[src/rtl/spi_xchg_sched_if.sv]
// spi_xchg_sched_if: trigger, data, serial link and result signals of the SPI exchange scheduler
interface spi_xchg_sched_if #(
  parameter int DW = 15
) ();
  logic          start;
  logic          auto_en;
  logic [DW-1:0] master_dat;
  logic [DW-1:0] slave_dat;
  logic          sclk;
  logic          ss_n;
  logic          mosi;
  logic          miso;
  logic [DW:0]   master_rx;
  logic [DW:0]   slave_rx;
  logic          busy;
  logic          done;
  logic          overrun;
  logic [7:0]    xfer_cnt;
  modport master (
    output start, auto_en, master_dat, slave_dat,
    input  sclk, ss_n, mosi, miso, master_rx, slave_rx, busy, done, overrun, xfer_cnt
  );
  modport slave (
    input  start, auto_en, master_dat, slave_dat,
    output sclk, ss_n, mosi, miso, master_rx, slave_rx, busy, done, overrun, xfer_cnt
  );
endinterface

[src/rtl/spi_xchg_sched.sv]
// spi_xchg_sched: full-duplex mode-0 SPI exchange of a master/slave word pair, pulse or periodic trigger
module spi_xchg_sched #(
  parameter int DW      = 15,
  parameter int CLK_DIV = 4,
  parameter int PERIOD  = 2000
) (
  input logic             clk,
  input logic             rst,
  spi_xchg_sched_if.slave xchg
);
  localparam int CW = $clog2(CLK_DIV);
  localparam int BW = $clog2(DW);
  localparam int PW = $clog2(PERIOD);
  localparam logic [1:0] IDLE = 2'd0, LOAD = 2'd1, SHIFT = 2'd2, STOP = 2'd3;
  logic [1:0]    state_q, state_d;
  logic [CW-1:0] div_q, div_d;
  logic [BW-1:0] bit_q, bit_d;
  logic [PW-1:0] per_q, per_d;
  logic          sclk_q, sclk_d;
  logic          ss_n_q, ss_n_d;
  logic [DW-1:0] mtx_q, mtx_d, stx_q, stx_d;
  logic [DW-1:0] mrx_sr_q, mrx_sr_d, srx_sr_q, srx_sr_d;
  logic [DW:0]   mrx_q, mrx_d, srx_q, srx_d;
  logic          done_q, done_d;
  logic          ovr_q, ovr_d;
  logic [7:0]    cnt_q, cnt_d;
  logic          div_end, per_hit, trig;
  always_comb begin
    div_end  = div_q == CW'(CLK_DIV - 1);
    per_hit  = xchg.auto_en && per_q == PW'(PERIOD - 1);
    trig     = xchg.start || per_hit;
    state_d  = state_q;
    div_d    = div_end ? '0 : div_q + CW'(1);
    bit_d    = bit_q;
    per_d    = (xchg.auto_en && !per_hit) ? per_q + PW'(1) : '0;
    sclk_d   = sclk_q;
    ss_n_d   = ss_n_q;
    mtx_d    = mtx_q;
    stx_d    = stx_q;
    mrx_sr_d = mrx_sr_q;
    srx_sr_d = srx_sr_q;
    mrx_d    = mrx_q;
    srx_d    = srx_q;
    done_d   = 1'b0;
    ovr_d    = ovr_q || (per_hit && state_q != IDLE);
    cnt_d    = cnt_q;
    case (state_q)
      IDLE: state_d = trig ? LOAD : IDLE;
      LOAD: begin
        mtx_d   = xchg.master_dat;
        stx_d   = xchg.slave_dat;
        ss_n_d  = 1'b0;
        sclk_d  = 1'b0;
        bit_d   = '0;
        div_d   = '0;
        state_d = SHIFT;
      end
      SHIFT: if (div_end) begin
        sclk_d = ~sclk_q;
        if (!sclk_q) begin
          mrx_sr_d = {mrx_sr_q[DW-2:0], stx_q[DW-1]};
          srx_sr_d = {srx_sr_q[DW-2:0], mtx_q[DW-1]};
        end else begin
          mtx_d   = mtx_q << 1;
          stx_d   = stx_q << 1;
          bit_d   = bit_q + BW'(1);
          state_d = bit_q == BW'(DW - 1) ? STOP : SHIFT;
        end
      end
      STOP: if (div_end) begin
        ss_n_d  = 1'b1;
        mrx_d   = {1'b0, mrx_sr_q};
        srx_d   = {1'b0, srx_sr_q};
        done_d  = 1'b1;
        cnt_d   = cnt_q + 8'd1;
        state_d = IDLE;
      end
      default: state_d = IDLE;
    endcase
  end
  always_ff @(posedge clk) begin
    if (rst) begin
      state_q  <= IDLE;
      div_q    <= '0;
      bit_q    <= '0;
      per_q    <= '0;
      sclk_q   <= 1'b0;
      ss_n_q   <= 1'b1;
      mtx_q    <= '0;
      stx_q    <= '0;
      mrx_sr_q <= '0;
      srx_sr_q <= '0;
      mrx_q    <= '0;
      srx_q    <= '0;
      done_q   <= 1'b0;
      ovr_q    <= 1'b0;
      cnt_q    <= '0;
    end else begin
      state_q  <= state_d;
      div_q    <= div_d;
      bit_q    <= bit_d;
      per_q    <= per_d;
      sclk_q   <= sclk_d;
      ss_n_q   <= ss_n_d;
      mtx_q    <= mtx_d;
      stx_q    <= stx_d;
      mrx_sr_q <= mrx_sr_d;
      srx_sr_q <= srx_sr_d;
      mrx_q    <= mrx_d;
      srx_q    <= srx_d;
      done_q   <= done_d;
      ovr_q    <= ovr_d;
      cnt_q    <= cnt_d;
    end
  end
  assign xchg.sclk      = sclk_q;
  assign xchg.ss_n      = ss_n_q;
  assign xchg.mosi      = mtx_q[DW-1];
  assign xchg.miso      = stx_q[DW-1];
  assign xchg.master_rx = mrx_q;
  assign xchg.slave_rx  = srx_q;
  assign xchg.busy      = state_q != IDLE;
  assign xchg.done      = done_q;
  assign xchg.overrun   = ovr_q;
  assign xchg.xfer_cnt  = cnt_q;
endmodule

[src/flat_wrapper.sv]
// flat-port wrapper written by rule: the top's interface ports become plain ports
module spi_xchg_sched_flat 
#(
  parameter int DW      = 15,
  parameter int CLK_DIV = 4,
  parameter int PERIOD  = 2000
)
  (clk, rst, xchg_start, xchg_auto_en, xchg_master_dat, xchg_slave_dat, xchg_sclk, xchg_ss_n, xchg_mosi, xchg_miso, xchg_master_rx, xchg_slave_rx, xchg_busy, xchg_done, xchg_overrun, xchg_xfer_cnt);
  spi_xchg_sched_if #(.DW(DW)) xchg_i ();
  input logic clk;
  input logic rst;
  input wire logic [$bits(xchg_i.start)-1:0] xchg_start;
  input wire logic [$bits(xchg_i.auto_en)-1:0] xchg_auto_en;
  input wire logic [$bits(xchg_i.master_dat)-1:0] xchg_master_dat;
  input wire logic [$bits(xchg_i.slave_dat)-1:0] xchg_slave_dat;
  output wire logic [$bits(xchg_i.sclk)-1:0] xchg_sclk;
  output wire logic [$bits(xchg_i.ss_n)-1:0] xchg_ss_n;
  output wire logic [$bits(xchg_i.mosi)-1:0] xchg_mosi;
  output wire logic [$bits(xchg_i.miso)-1:0] xchg_miso;
  output wire logic [$bits(xchg_i.master_rx)-1:0] xchg_master_rx;
  output wire logic [$bits(xchg_i.slave_rx)-1:0] xchg_slave_rx;
  output wire logic [$bits(xchg_i.busy)-1:0] xchg_busy;
  output wire logic [$bits(xchg_i.done)-1:0] xchg_done;
  output wire logic [$bits(xchg_i.overrun)-1:0] xchg_overrun;
  output wire logic [$bits(xchg_i.xfer_cnt)-1:0] xchg_xfer_cnt;
  assign xchg_i.start = xchg_start;
  assign xchg_i.auto_en = xchg_auto_en;
  assign xchg_i.master_dat = xchg_master_dat;
  assign xchg_i.slave_dat = xchg_slave_dat;
  assign xchg_sclk = xchg_i.sclk;
  assign xchg_ss_n = xchg_i.ss_n;
  assign xchg_mosi = xchg_i.mosi;
  assign xchg_miso = xchg_i.miso;
  assign xchg_master_rx = xchg_i.master_rx;
  assign xchg_slave_rx = xchg_i.slave_rx;
  assign xchg_busy = xchg_i.busy;
  assign xchg_done = xchg_i.done;
  assign xchg_overrun = xchg_i.overrun;
  assign xchg_xfer_cnt = xchg_i.xfer_cnt;
  spi_xchg_sched #(.DW(DW), .CLK_DIV(CLK_DIV), .PERIOD(PERIOD)) u_core (.clk(clk), .rst(rst), .xchg(xchg_i));
endmodule
[config.mk]
export PLATFORM = sky130hd
export DESIGN_NAME = spi_xchg_sched_flat
export DESIGN_NICKNAME = d
export VERILOG_FILES = /design/src/rtl/spi_xchg_sched_if.sv /design/src/rtl/spi_xchg_sched.sv /design/src/flat_wrapper.sv
export SDC_FILE = /design/constraint.sdc
export NUM_CORES = 1
export LEC_CHECK = 0
export CORE_MARGIN = 3
export CORE_UTILIZATION = 25
export DETAILED_ROUTE_END_ITERATION = 10
export DONT_BUFFER_PORTS = 1
export PLACE_DENSITY_LB_ADDON = 0.1
export SLEW_MARGIN = 40
export SYNTH_ARGS = -nofsm -noshare
export SYNTH_HDL_FRONTEND = slang
export SYNTH_SLANG_ARGS = --single-unit
[constraint.sdc]
create_clock -name clk -period 2.4 [get_ports clk]
set_clock_uncertainty 0.2 [all_clocks]
set_input_delay 0.6 -clock clk [delete_from_list [all_inputs] [get_ports clk]]
set_output_delay 0.6 -clock clk [all_outputs]
set_load 0.01 [all_outputs]
# Yosys cells after proc, flatten, opt, wreduce, memory -nomap -nowiden
# Cells that the tools add are included.
[word_totals] reg_bits=121 inputBits=34 output_inout_bits=47 word_cells=70
[classes] add_sub_neg=4 eq_ne=9 n_mux=20 bitwise_logic=3 reduce_logical=19
[ops] cell="$mux 15" n=4
[ops] cell="$pmux 15 s2" n=2
[ops] cell="$add 11x1->11 const B" n=1
[ops] cell="$eq 11x11->1 const B" n=1
[ops] cell="$reduce_and 3->1" n=3
[ops] cell="$add 8x1->8 const B" n=1
[ops] cell="$mux 4" n=2
[ops] cell="$pmux 2 s4" n=1
[ops] cell="$pmux 4 s2" n=1
[ops] cell="$eq 2x2->1 const B" n=3
[ops] cell="$mux 2" n=3
[ops] cell="$ne 2x1->1 const B" n=3
[ops] cell="$reduce_and 2->1" n=3
[ops] cell="$reduce_bool 2->1" n=3
[ops] cell="$mux 1" n=5
[ops] cell="$add 4x1->4 const B" n=1
[ops] cell="$eq 4x4->1 const B" n=1
[ops] cell="$pmux 1 s2" n=2
[ops] cell="$reduce_or 2->1" n=2
[ops] cell="$logic_and 1x1->1" n=3
[ops] cell="$not 1->1" n=3
[ops] cell="$reduce_or 3->1" n=1
[ops] cell="$add 2x1->2 const B" n=1
[ops] cell="$eq 2x1->1 const B" n=1
[ops] cell="3 further kinds" n=4

# Depth between registers and ports, before layout
# Gate-level depths: netlist of the first run.
[logic_depth] depth_word=6 mapped_depth=9 ltp_nobuf=6

# Least setup slack after synthesis of the first run
# OpenSTA, ideal clock, no wires.
[synth_path] path_kind="flip-flop to flip-flop" startpoint="register u_core.state_q[0]" endpoint="register u_core.srx_sr_q[10]" setup_time_ns=0.132 t_arrival_ns=1.474 t_required_ns=2.068 setup_slack_ns=0.593 path_stages_with_launch=10 path_buffers=3 period_less_slack_ns=1.807 cell_sequence="dfxtp_1 -> inv_1 -> ha_1 -> buf_2 -> nand2_1 -> or2_2 -> clkbuf_1 -> clkbuf_1 -> nand2_1 -> a21oi_1"
[synth_via] elab_chain_cells=2
[synth_rtl] element="start: declaration" line_no="spi_xchg_sched.sv:15" rtl="logic [1:0] state_q, state_d;"
[synth_rtl] element="start signal: assignment" line_no="spi_xchg_sched.sv:99" rtl="state_q <= state_d;"
[synth_rtl] element="$eq 2x2->1" line_no="spi_xchg_sched.sv:47" rtl="case (state_q)"
[synth_rtl] element="$reduce_and 3->1 (no line)"
[synth_rtl] element="end signal: assignment" line_no="spi_xchg_sched.sv:108" rtl="srx_sr_q <= srx_sr_d;"
[synth_rtl] element="end: declaration" line_no="spi_xchg_sched.sv:22" rtl="logic [DW-1:0] mrx_sr_q, mrx_sr_d, srx_sr_q, srx_sr_d;"
# Every way passes these cells.
# A chain may end at the register's enable or synchronous reset.

# Worst setup path in the final report of the first run
[layout_path] startpoint="register u_core.div_q[0]" endpoint="register u_core.state_q[0]"
[layout_via] elab_chain_cells=3 word_cells_on_any_way=4 cone_classes="eq/ne (3); reduce/logical (1)"
[layout_rtl] element="start: declaration" line_no="spi_xchg_sched.sv:16" rtl="logic [CW-1:0] div_q, div_d;"
[layout_rtl] element="start signal: assignment" line_no="spi_xchg_sched.sv:100" rtl="div_q <= div_d;"
[layout_rtl] element="$eq 2x2->1 (*)" line_no="spi_xchg_sched.sv:29" rtl="div_end = div_q == CW'(CLK_DIV - 1);"
[layout_rtl] element="net u_core.div_end" line_no="spi_xchg_sched.sv:27" rtl="logic div_end, per_hit, trig;"
[layout_rtl] element="$ne 2x1->1 (no line)"
[layout_rtl] element="$reduce_and 3->1 (no line) (*)"
# The timed path passes the listed nets; every way through them passes the cells marked *.

==> out/metrics.yaml, run 1 <==
setup_viol: 0
fin_util_pct: 30.42
drive_gt1_share_pct: 8.530
root_buffer: "clkbuf_16"
cts_buffers: 17
fin_hold_ws_ns: 0.06144
h-tree-depth: 4
final_nets: 582
relSlewSlack_pct: 59.84
start_util_pct: 25.94
clkLatencyLatePin_ns: 0.41
critPathKind: "reg2reg"
drt_first_pass_iters: 4
hold_path_class: "in2reg"
min_period_ns: 2.071
cp-end-kind: "flip-flop"
layout_commonest_cell: "nand2_1"
finalPower_mw: 5.947
fin_ws_ns: 0.3288
post-route-cell-area_um2: 5577
drc: 0
drv_slew: 0
grt_overflow: 0
synth_ff_type: "dfxtp_1"
cts_hold_buf: 0
dp.cells: 749
viasPerCell: 4.471
tightest_slew_ns: 0.6025
status: "finished, final reports clean"
clkSinkCount: 121
dieHeight_um: 143.9
routed.top_layer: "met4"
area_delta_synth_final_pct: 17.29
switching_share_pct: 26.14
power.internal_mw: 4.392
ys_warn_count: 0
fill_cells: 1990
fmax_mhz: 482.8
yosysSeqAreaShare_pct: 50.95
clkSlewWorstSetupHoldPaths_ns: 0.05
drv_cap: 0
via_count: 3487
multi_input_area_um2: 2136
insertedDiodeCount: 0
synth_top_area_share_pct: 50.95
grt_pass1_wl_um: 17660
drt_iter0_drc: 112
setup_tns_ns: 0
drt_wl_total_um: 10510
p_seq_share_pct: 39.1
wl_met2_um: 4652
grtUsageTotal_pct: 10.87
post-cts-setup-buffers: 0
layout_common_cells: "nand2_1 (132), dfxtp_1 (121), a21oi_1 (66)"
rsz0062_at_grt: "no"
crit_fanout: 8
placed_cell_area_um2: 4949
grt_pass1_vias: 3503
ff2ff_setup_slack_ns: 0.33
leakage_nw: 1.885
ctsResizeCount: 0
hold_viol: 0
start_kind: "flip-flop"
die_x_um: 143.9
core_area_um2: 18330
dp_slack_ns: 0.3138
register_area_um2: 2422
yosys-top-cells-area: "dfxtp_1 (51%), nand2_1 (10%), a21oi_1 (6.9%)"
antenna_found_initial: 0
num_rows: 49
power.switching_mw: 1.554
finalCritPeriodShare_pct: 86.30
pin_count: 81
route.met3.wl_um: 859
cts_buffer_depth: 2
p_per_area_nw_per_um2: 1066
p_clk_share_pct: 45.4
pwr-share-comb_pct: 15.5
port_buffers: 0
dp_hpwl_um: 6723
avgSynthCellArea_um2: 8.582
antenna_left: 0
wl_per_cell_um: 13.47
synth-seq-cells: 121
cp.arrival_ns: 2.13
yosysTopAreaCell: "dfxtp_1"
grt_max_degree: 112
synth-edff-count: 0
stdcell_count: 780
place_congestion: 0.6969
syn_area_um2: 4755
dieArea_um2: 20710
cts_tree: "yes"
peakVddDrop_mv: 0.6526
m1WireLength_um: 4841
ys_async_sr_fraction_pct: 0
ys_types: 38
synthCells: 554
required_ns: 2.46
-- final timing paths --
kind / end / cells past startpoint / startpoint
setup / recovery: u_core.state_q[0]$_SDFFE_PP0P_ / 5 / u_core.div_q[0]$_SDFF_PP0_
hold / removal: u_core.xchg.overrun$_SDFF_PP0_ / 1 / rst
setup reg to reg: u_core.state_q[0]$_SDFFE_PP0P_ / 5 / u_core.div_q[0]$_SDFF_PP0_
hold reg to reg: u_core.div_q[0]$_SDFF_PP0_ / 1 / u_core.div_q[0]$_SDFF_PP0_
-- power by group through the flow --
stage,logic (mW),clock network (mW),registers (mW)
floorplan,0.783,0,2.33
global placement,0.926,0,2.36
detailed placement,0.943,0,2.37
CTS,0.945,2.79,2.33
global route,1.07,2.89,2.35
finish,0.924,2.70,2.32
-- cell families after synthesis --
| group | after synthesis | share of synthesized area (%) |
|---|---|---|
| buf+inv | 49 | 4.500 |
| xor+xnor | 16 | 2.947 |
| flops | 121 | 50.95 |
| fa+ha+maj | 9 | 2.368 |
| other cells | 1 | 0.07887 |
| compound gates | 107 | 13.61 |
| simple gates | 223 | 19.66 |
| mux | 28 | 5.895 |
-- worst max-delay path, cell delays in order (launching register included) --
cell,delay (ns)
dfxtp_1,0.33
ha_1,0.31
nand2_2,0.16
a21bo_2,0.28
a2111oi_1,0.50
a2111oi_0,0.15
-- layer usage --
metal	track usage [%]	vias to the layer above
met2	16.14	66
met3	5.657	12
met4	4.311	0
met5	0	-
li1	-	1838
met1	13.30	1571
-- synthesized netlist by cell type, types with 2 or more instances --
library cell / number
dfxtp_1: 121
xor2_1: 12
and3_1: 5
or3_1: 3
a21bo_2: 2
a31oi_1: 2
nor2_1: 54
nand2_1: 132
nand2b_1: 4
nand3_1: 5
and4_1: 2
buf_2: 15
clkbuf_1: 24
buf_4: 3
and2_1: 2
inv_1: 7
xnor2_1: 4
nand4_1: 8
ha_1: 9
a22oi_1: 2
or2_2: 2
a21oi_1: 66
a211oi_1: 28
mux2i_1: 28
-- state kept, by name, summed over array words and instances (netlist names), 8 cells and up --
register	flops
u_core.srx_sr_q	15
u_core.mrx_sr_q	15
u_core.per_q	11
u_core.xchg.xfer_cnt	8
u_core.stx_q	15
u_core.xchg.slave_rx	15
u_core.mtx_q	15
u_core.xchg.master_rx	15
-- layout make-up --
type	count	share of cell area (%)
clock inverter	11	3.074
multi-input combinational	385	38.30
inverter	7	0.4712
timing repair buffer	7	1.391
tap	229	5.138
sequential	121	43.44
clock buffer	20	8.189
(Power assumes the default switching activity.)
==> run 2, diff against run 1 <==
--- a/config.mk
+++ b/config.mk
@@ -14,3 +14,4 @@
 export SYNTH_ARGS = -nofsm -noshare
 export SYNTH_HDL_FRONTEND = slang
 export SYNTH_SLANG_ARGS = --single-unit
+export TNS_END_PERCENT = 5
==> constraint.sdc (replaced) <==
create_clock -name clk -period 2.3 [get_ports clk]
set_clock_uncertainty 0.2 [all_clocks]
set_input_delay 0.575 -clock clk [delete_from_list [all_inputs] [get_ports clk]]
set_output_delay 0.575 -clock clk [all_outputs]
set_load 0.01 [all_outputs]
==> run 2 against run 1 <==
Effect of this change:
- cell area down 1.3%
- total power down 1.7%
- worst setup slack worse by 0.059 ns
==> out/metrics.yaml, run 2 (synthesized netlist as in run 1, its figures left out) <==
port_buffers: 0  # unchanged
finalCritPeriodShare_pct: 88.29  # +2.0 points
fmax_mhz: 492.4  # +2.0%
pin_count: 81  # unchanged
drt_iter0_drc: 148  # +32%
fill_cells: 1991  # +0.050%
grt_overflow: 0  # unchanged
relSlewSlack_pct: 59.10  # -0.73 points
pwr-share-comb_pct: 16.6  # +1.1 points
stdcell_count: 782  # +0.26%
grtUsageTotal_pct: 10.69  # -0.19 points
layout_common_cells: "nand2_1 (132), dfxtp_1 (121), a21oi_1 (66)"
dp.cells: 750  # +0.13%
hold_viol: 0  # unchanged
start_util_pct: 25.94  # unchanged
ctsResizeCount: 0  # unchanged
cts_buffers: 17  # unchanged
drt_wl_total_um: 10550  # +0.38%
grt_pass1_vias: 3411  # -2.6%
cp-end-kind: "flip-flop"
min_period_ns: 2.031  # -0.04051 ns
p_seq_share_pct: 41.5  # +2.4 points
drv_cap: 0  # unchanged
dieArea_um2: 20710  # unchanged
required_ns: 2.36  # -0.10 ns
grt_max_degree: 112  # unchanged
cts_tree: "yes"
fin_ws_ns: 0.2693  # -0.05949 ns
rsz0062_at_grt: "no"
power.switching_mw: 1.627  # +4.7%
grt_pass1_wl_um: 17260  # -2.3%
cts_hold_buf: 0  # unchanged
power.internal_mw: 4.218  # -4.0%
num_rows: 49  # unchanged
insertedDiodeCount: 0  # unchanged
ff2ff_setup_slack_ns: 0.27  # -0.06 ns
drc: 0  # unchanged
drv_slew: 0  # unchanged
switching_share_pct: 27.84  # +1.7 points
critPathKind: "reg2reg"
met2_usage_pct: 15.95  # -0.20 points
hp-start: "rst"
place_congestion: 0.7129  # +2.3%
cts_buffer_depth: 2  # unchanged
die_x_um: 143.9  # unchanged
dieHeight_um: 143.9  # unchanged
post-cts-setup-buffers: 0  # unchanged
dp_slack_ns: 0.2689  # -0.04492 ns
fin_util_pct: 30.03  # -0.40 points
met3_usage_pct: 4.958  # -0.70 points
layout_commonest_cell: "nand2_1"
holdPathEnd: "u_core.xchg.overrun$_SDFF_PP0_"
setup_tns_ns: 0  # unchanged
wl_per_cell_um: 13.49  # +0.12%
root_buffer: "clkbuf_16"
r2r_end: "u_core.state_q[0]$_SDFFE_PP0P_"
crit_fanout: 8  # unchanged
antenna_found_initial: 0  # unchanged
final_nets: 583  # +0.17%
p_clk_share_pct: 41.9  # -3.5 points
peakVddDrop_mv: 0.4988  # -24%
dp_hpwl_um: 6676  # -0.69%
p_per_area_nw_per_um2: 1062  # -0.40%
whs_path_depth: 1  # unchanged
clkSlewWorstSetupHoldPaths_ns: 0.06  # about the same
clkLatencyLatePin_ns: 0.41  # about the same
tightest_slew_ns: 0.6134  # +0.01098 ns
setup_viol: 0  # unchanged
clkSinkCount: 121  # unchanged
cp.arrival_ns: 2.10  # -0.03 ns
r2r_start: "u_core.div_q[0]$_SDFF_PP0_"
viasPerCell: 4.510  # +0.89%
core_area_um2: 18330  # unchanged
start_kind: "flip-flop"
finalPower_mw: 5.845  # -1.7%
status: "finished, final reports clean"
hold_path_class: "in2reg"
leakage_nw: 1.856  # -1.5%
ff2ff_path_depth: 5  # unchanged
drive_gt1_share_pct: 8.861  # +0.33 points
h-tree-depth: 4  # unchanged
grt-busiest-layer: "met2"
via_count: 3527  # +1.1%
area_delta_synth_final_pct: 15.76
antenna_left: 0  # unchanged
met1_usage_pct: 13.10  # -0.20 points
drt_first_pass_iters: 4  # unchanged
[run 2: per-stage QoR]
stage | hold WS, ns | instance area [um^2]
2_1_floorplan | 0.2078 | 4758
3_3_place_gp | 0.2102 | 4956
3_5_place_dp | 0.2208 | 4956
4_1_cts | 0.009383 | 5504
5_1_grt | 0.003422 | 5504
6_report | 0.02759 | 5504
[run 2: layer usage]
metal  part of all wire [%]  up-vias
li1                       -     1837
met1                     47     1607
met2                     44       71
met3                    7.7       12
met4                    1.5        0
met5                      0        -
[run 2: critical path, cell delays in order (launching register included)]
cell and delay (ns):
dfxtp_1 0.33, ha_1 0.31, nand2_2 0.16, a21bo_2 0.28, a2111oi_1 0.48, a2111oi_0 0.13
[run 2: layout make-up]
cell class | instances | area, um^2 | area share, %
inverter | 7 | 26.28 | 0.4774
clock inverter | 13 | 105.1 | 1.910
multi-input combinational | 385 | 2136 | 38.80
clock buffer | 19 | 442.9 | 8.047
timing repair buffer | 8 | 85.08 | 1.546
sequential | 121 | 2422 | 44.01
tap | 229 | 286.5 | 5.206
[run 2: worst max path at each step]
stage,from,end,slack [ns],cells after the start
after floorplan,u_core.state_q[0]$_SDFFE_PP0P_,u_core.srx_sr_q[10]$_SDFFE_PP0P_,0.49,9
after global routing,u_core.div_q[0]$_SDFF_PP0_,u_core.state_q[0]$_SDFFE_PP0P_,0.02,5
final,u_core.div_q[0]$_SDFF_PP0_,u_core.state_q[0]$_SDFFE_PP0P_,0.27,5
after CTS,u_core.div_q[0]$_SDFF_PP0_,u_core.state_q[0]$_SDFFE_PP0P_,0.25,5
after global placement,u_core.div_q[0]$_SDFF_PP0_,u_core.state_q[0]$_SDFFE_PP0P_,0.19,5
after detailed placement,u_core.div_q[0]$_SDFF_PP0_,u_core.state_q[0]$_SDFFE_PP0P_,0.27,5
[run 2: power by group through the flow]
stage	sequential [mW]	clock (mW)	combinational, mW
finish	2.42	2.45	0.973
floorplan	2.43	0	0.817
global route	2.45	2.64	1.11
detailed placement	2.47	0	0.987
global placement	2.47	0	0.977
CTS	2.43	2.55	0.988
==> run 3, diff against run 2 <==
--- a/config.mk
+++ b/config.mk
@@ -9,7 +9,7 @@
 export CORE_UTILIZATION = 25
 export DETAILED_ROUTE_END_ITERATION = 10
 export DONT_BUFFER_PORTS = 1
-export PLACE_DENSITY_LB_ADDON = 0.1
+export SKIP_LAST_GASP = 1
 export SLEW_MARGIN = 40
 export SYNTH_ARGS = -nofsm -noshare
 export SYNTH_HDL_FRONTEND = slang
==> run 3 against run 2 <==
Effect of this change:
- largest cell class unchanged
- first-iteration DRC count decreased by 8.8%
- cell area rose by 0.68%
- worst hold slack improved by 0.010 ns
- fmax grew 0.32%
- sequential power is essentially flat
- die area unchanged
==> out/metrics.yaml, run 3 (synthesized netlist as in run 1, its figures left out) <==
hold_path_class: "in2reg"
cts_tree: "yes"
drt_first_pass_iters: 6  # +2
drv_slew: 0  # unchanged
viasPerCell: 4.489  # -0.47%
cts_buffer_depth: 2  # unchanged
ff2ff_path_depth: 6  # +1
status: "finished, final reports clean"
cts_buffers: 17  # unchanged
layout_commonest_cell: "nand2_1"
pin_count: 81  # unchanged
num_rows: 49  # unchanged
finalCritPeriodShare_pct: 88.01  # -0.28 points
grt_overflow: 0  # unchanged
clkLatencyLatePin_ns: 0.41  # about the same
tightest_slew_ns: 0.6401  # +0.02668 ns
core_area_um2: 18330  # unchanged
post-route-cell-area_um2: 5542  # +0.68%
drt_wl_total_um: 10280  # -2.6%
whs_path_depth: 1  # unchanged
critPathKind: "reg2out"
rsz0062_at_grt: "no"
grt_max_degree: 112  # unchanged
grtUsageTotal_pct: 10.34  # -0.34 points
crit_fanout: 3  # -5
drive_gt1_share_pct: 8.152  # -0.71 points
grt_pass1_vias: 3237  # -5.1%
final_nets: 582  # -0.17%
die_x_um: 143.9  # unchanged
area_delta_synth_final_pct: 16.55
relSlewSlack_pct: 57.33  # -1.8 points
ctsResizeCount: 0  # unchanged
fill_cells: 1930  # -3.1%
r2r_start: "u_core.state_q[1]$_SDFFE_PP0P_"
setup_tns_ns: 0  # unchanged
drv_cap: 0  # unchanged
layout_common_cells: "nand2_1 (132), dfxtp_1 (121), a21oi_1 (66)"
cp-end-kind: "output port"
hold_viol: 0  # unchanged
dieHeight_um: 143.9  # unchanged
antenna_found_initial: 0  # unchanged
dp_hpwl_um: 6388  # -4.3%
leakage_nw: 1.857  # about the same
drc: 0  # unchanged
setup_viol: 0  # unchanged
hp-start: "rst"
peakVddDrop_mv: 0.5368  # +7.6%
p_per_area_nw_per_um2: 1077  # +1.4%
crit_path_start: "u_core.state_q[0]$_SDFFE_PP0P_"
cp.arrival_ns: 1.25  # -0.85 ns
antenna_left: 0  # unchanged
start_util_pct: 25.94  # unchanged
wl_per_cell_um: 13.16  # -2.4%
drt_iter0_drc: 135  # -8.8%
required_ns: 1.52  # -0.84 ns
h-tree-depth: 4  # unchanged
via_count: 3506  # -0.60%
clkSinkCount: 121  # unchanged
clkSlewWorstSetupHoldPaths_ns: 0.06  # about the same
dieArea_um2: 20710  # unchanged
cts_hold_buf: 0  # unchanged
insertedDiodeCount: 0  # unchanged
fmax_mhz: 494.0  # +0.32%
grt_pass1_wl_um: 16770  # -2.8%
placed_cell_area_um2: 4960  # about the same
post-cts-setup-buffers: 0  # unchanged
place_congestion: 0.6935  # -2.7%
start_kind: "flip-flop"
port_buffers: 0  # unchanged
min_period_ns: 2.024  # -0.006450 ns
root_buffer: "clkbuf_16"
==> run 3: cell count changes in the layout (fill, tap and decap cells not counted) <==
cell	before	now
bufinv_16	1	2
buf_12	2	3
buf_4	6	4
clkbuf_8	1	2
and2_2	1	0
clkinvlp_4	3	4
and2_1	1	2
clkinv_2	7	2
clkinv_4	2	1
inv_6	0	1
clkbuf_1	1	3
==> run 3: cell type report <==
| cell class | instances | area, um^2 | area share, % |
|---|---|---|---|
| well taps | 229 | 286.5 | 5.170 |
| inverters | 7 | 26.28 | 0.4741 |
| clock inverters | 10 | 117.6 | 2.122 |
| clock buffers | 22 | 464.2 | 8.377 |
| repair buffers | 7 | 90.09 | 1.626 |
| multi-input cells | 385 | 2135 | 38.52 |
| flip-flops and latches | 121 | 2422 | 43.71 |
==> run 3: metrics by stage <==
stage	utilization, %	hold WS (ns)	cells	total power, mW	worst slack (ns)
detailed placement	27.06	0.2193	749	3.412	0.3519
CTS	30.23	0.01028	781	6.069	0.2349
global route	30.23	0.006545	781	6.321	0.1141
finish	30.23	0.03802	781	5.966	0.2757
global placement	27.06	0.2074	749	3.393	0.4143
floorplan	-	0.2078	555	3.250	0.4934
==> run 3: path summary, 6_finish.rpt <==
path / end / slack (ns)
worst max-delay path: xchg_busy / 0.28
worst min register to register: u_core.div_q[0]$_SDFF_PP0_ / 0.23
worst min-delay path: u_core.mtx_q[2]$_SDFFE_PP0P_ / 0.04
worst max register to register: u_core.mtx_q[11]$_SDFFE_PP0P_ / 0.33
==> run 3: routing by layer <==
layer	vias to the layer above	part of all wire, %	global-route usage [%]
met2	66	44	15.51
met4	0	1.3	3.568
met3	11	8.1	5.657
li1	1833	-	-
met5	-	0	0
met1	1596	47	12.58
==> run 3: power by group <==
group          leakage [nW]  total (mW)  switching [mW]  internal [mW]
Clock                 0.273        2.61           0.958           1.65
Sequential            0.982        2.43           0.123           2.30
Combinational         0.602       0.930           0.536          0.394
Total                  1.86        5.97            1.62           4.35
==> run 3: worst max-delay path, cell delays in order (launching register included) <==
cell and delay (ns):
dfxtp_1 0.35, inv_1 0.09, ha_1 0.22, inv_1 0.18
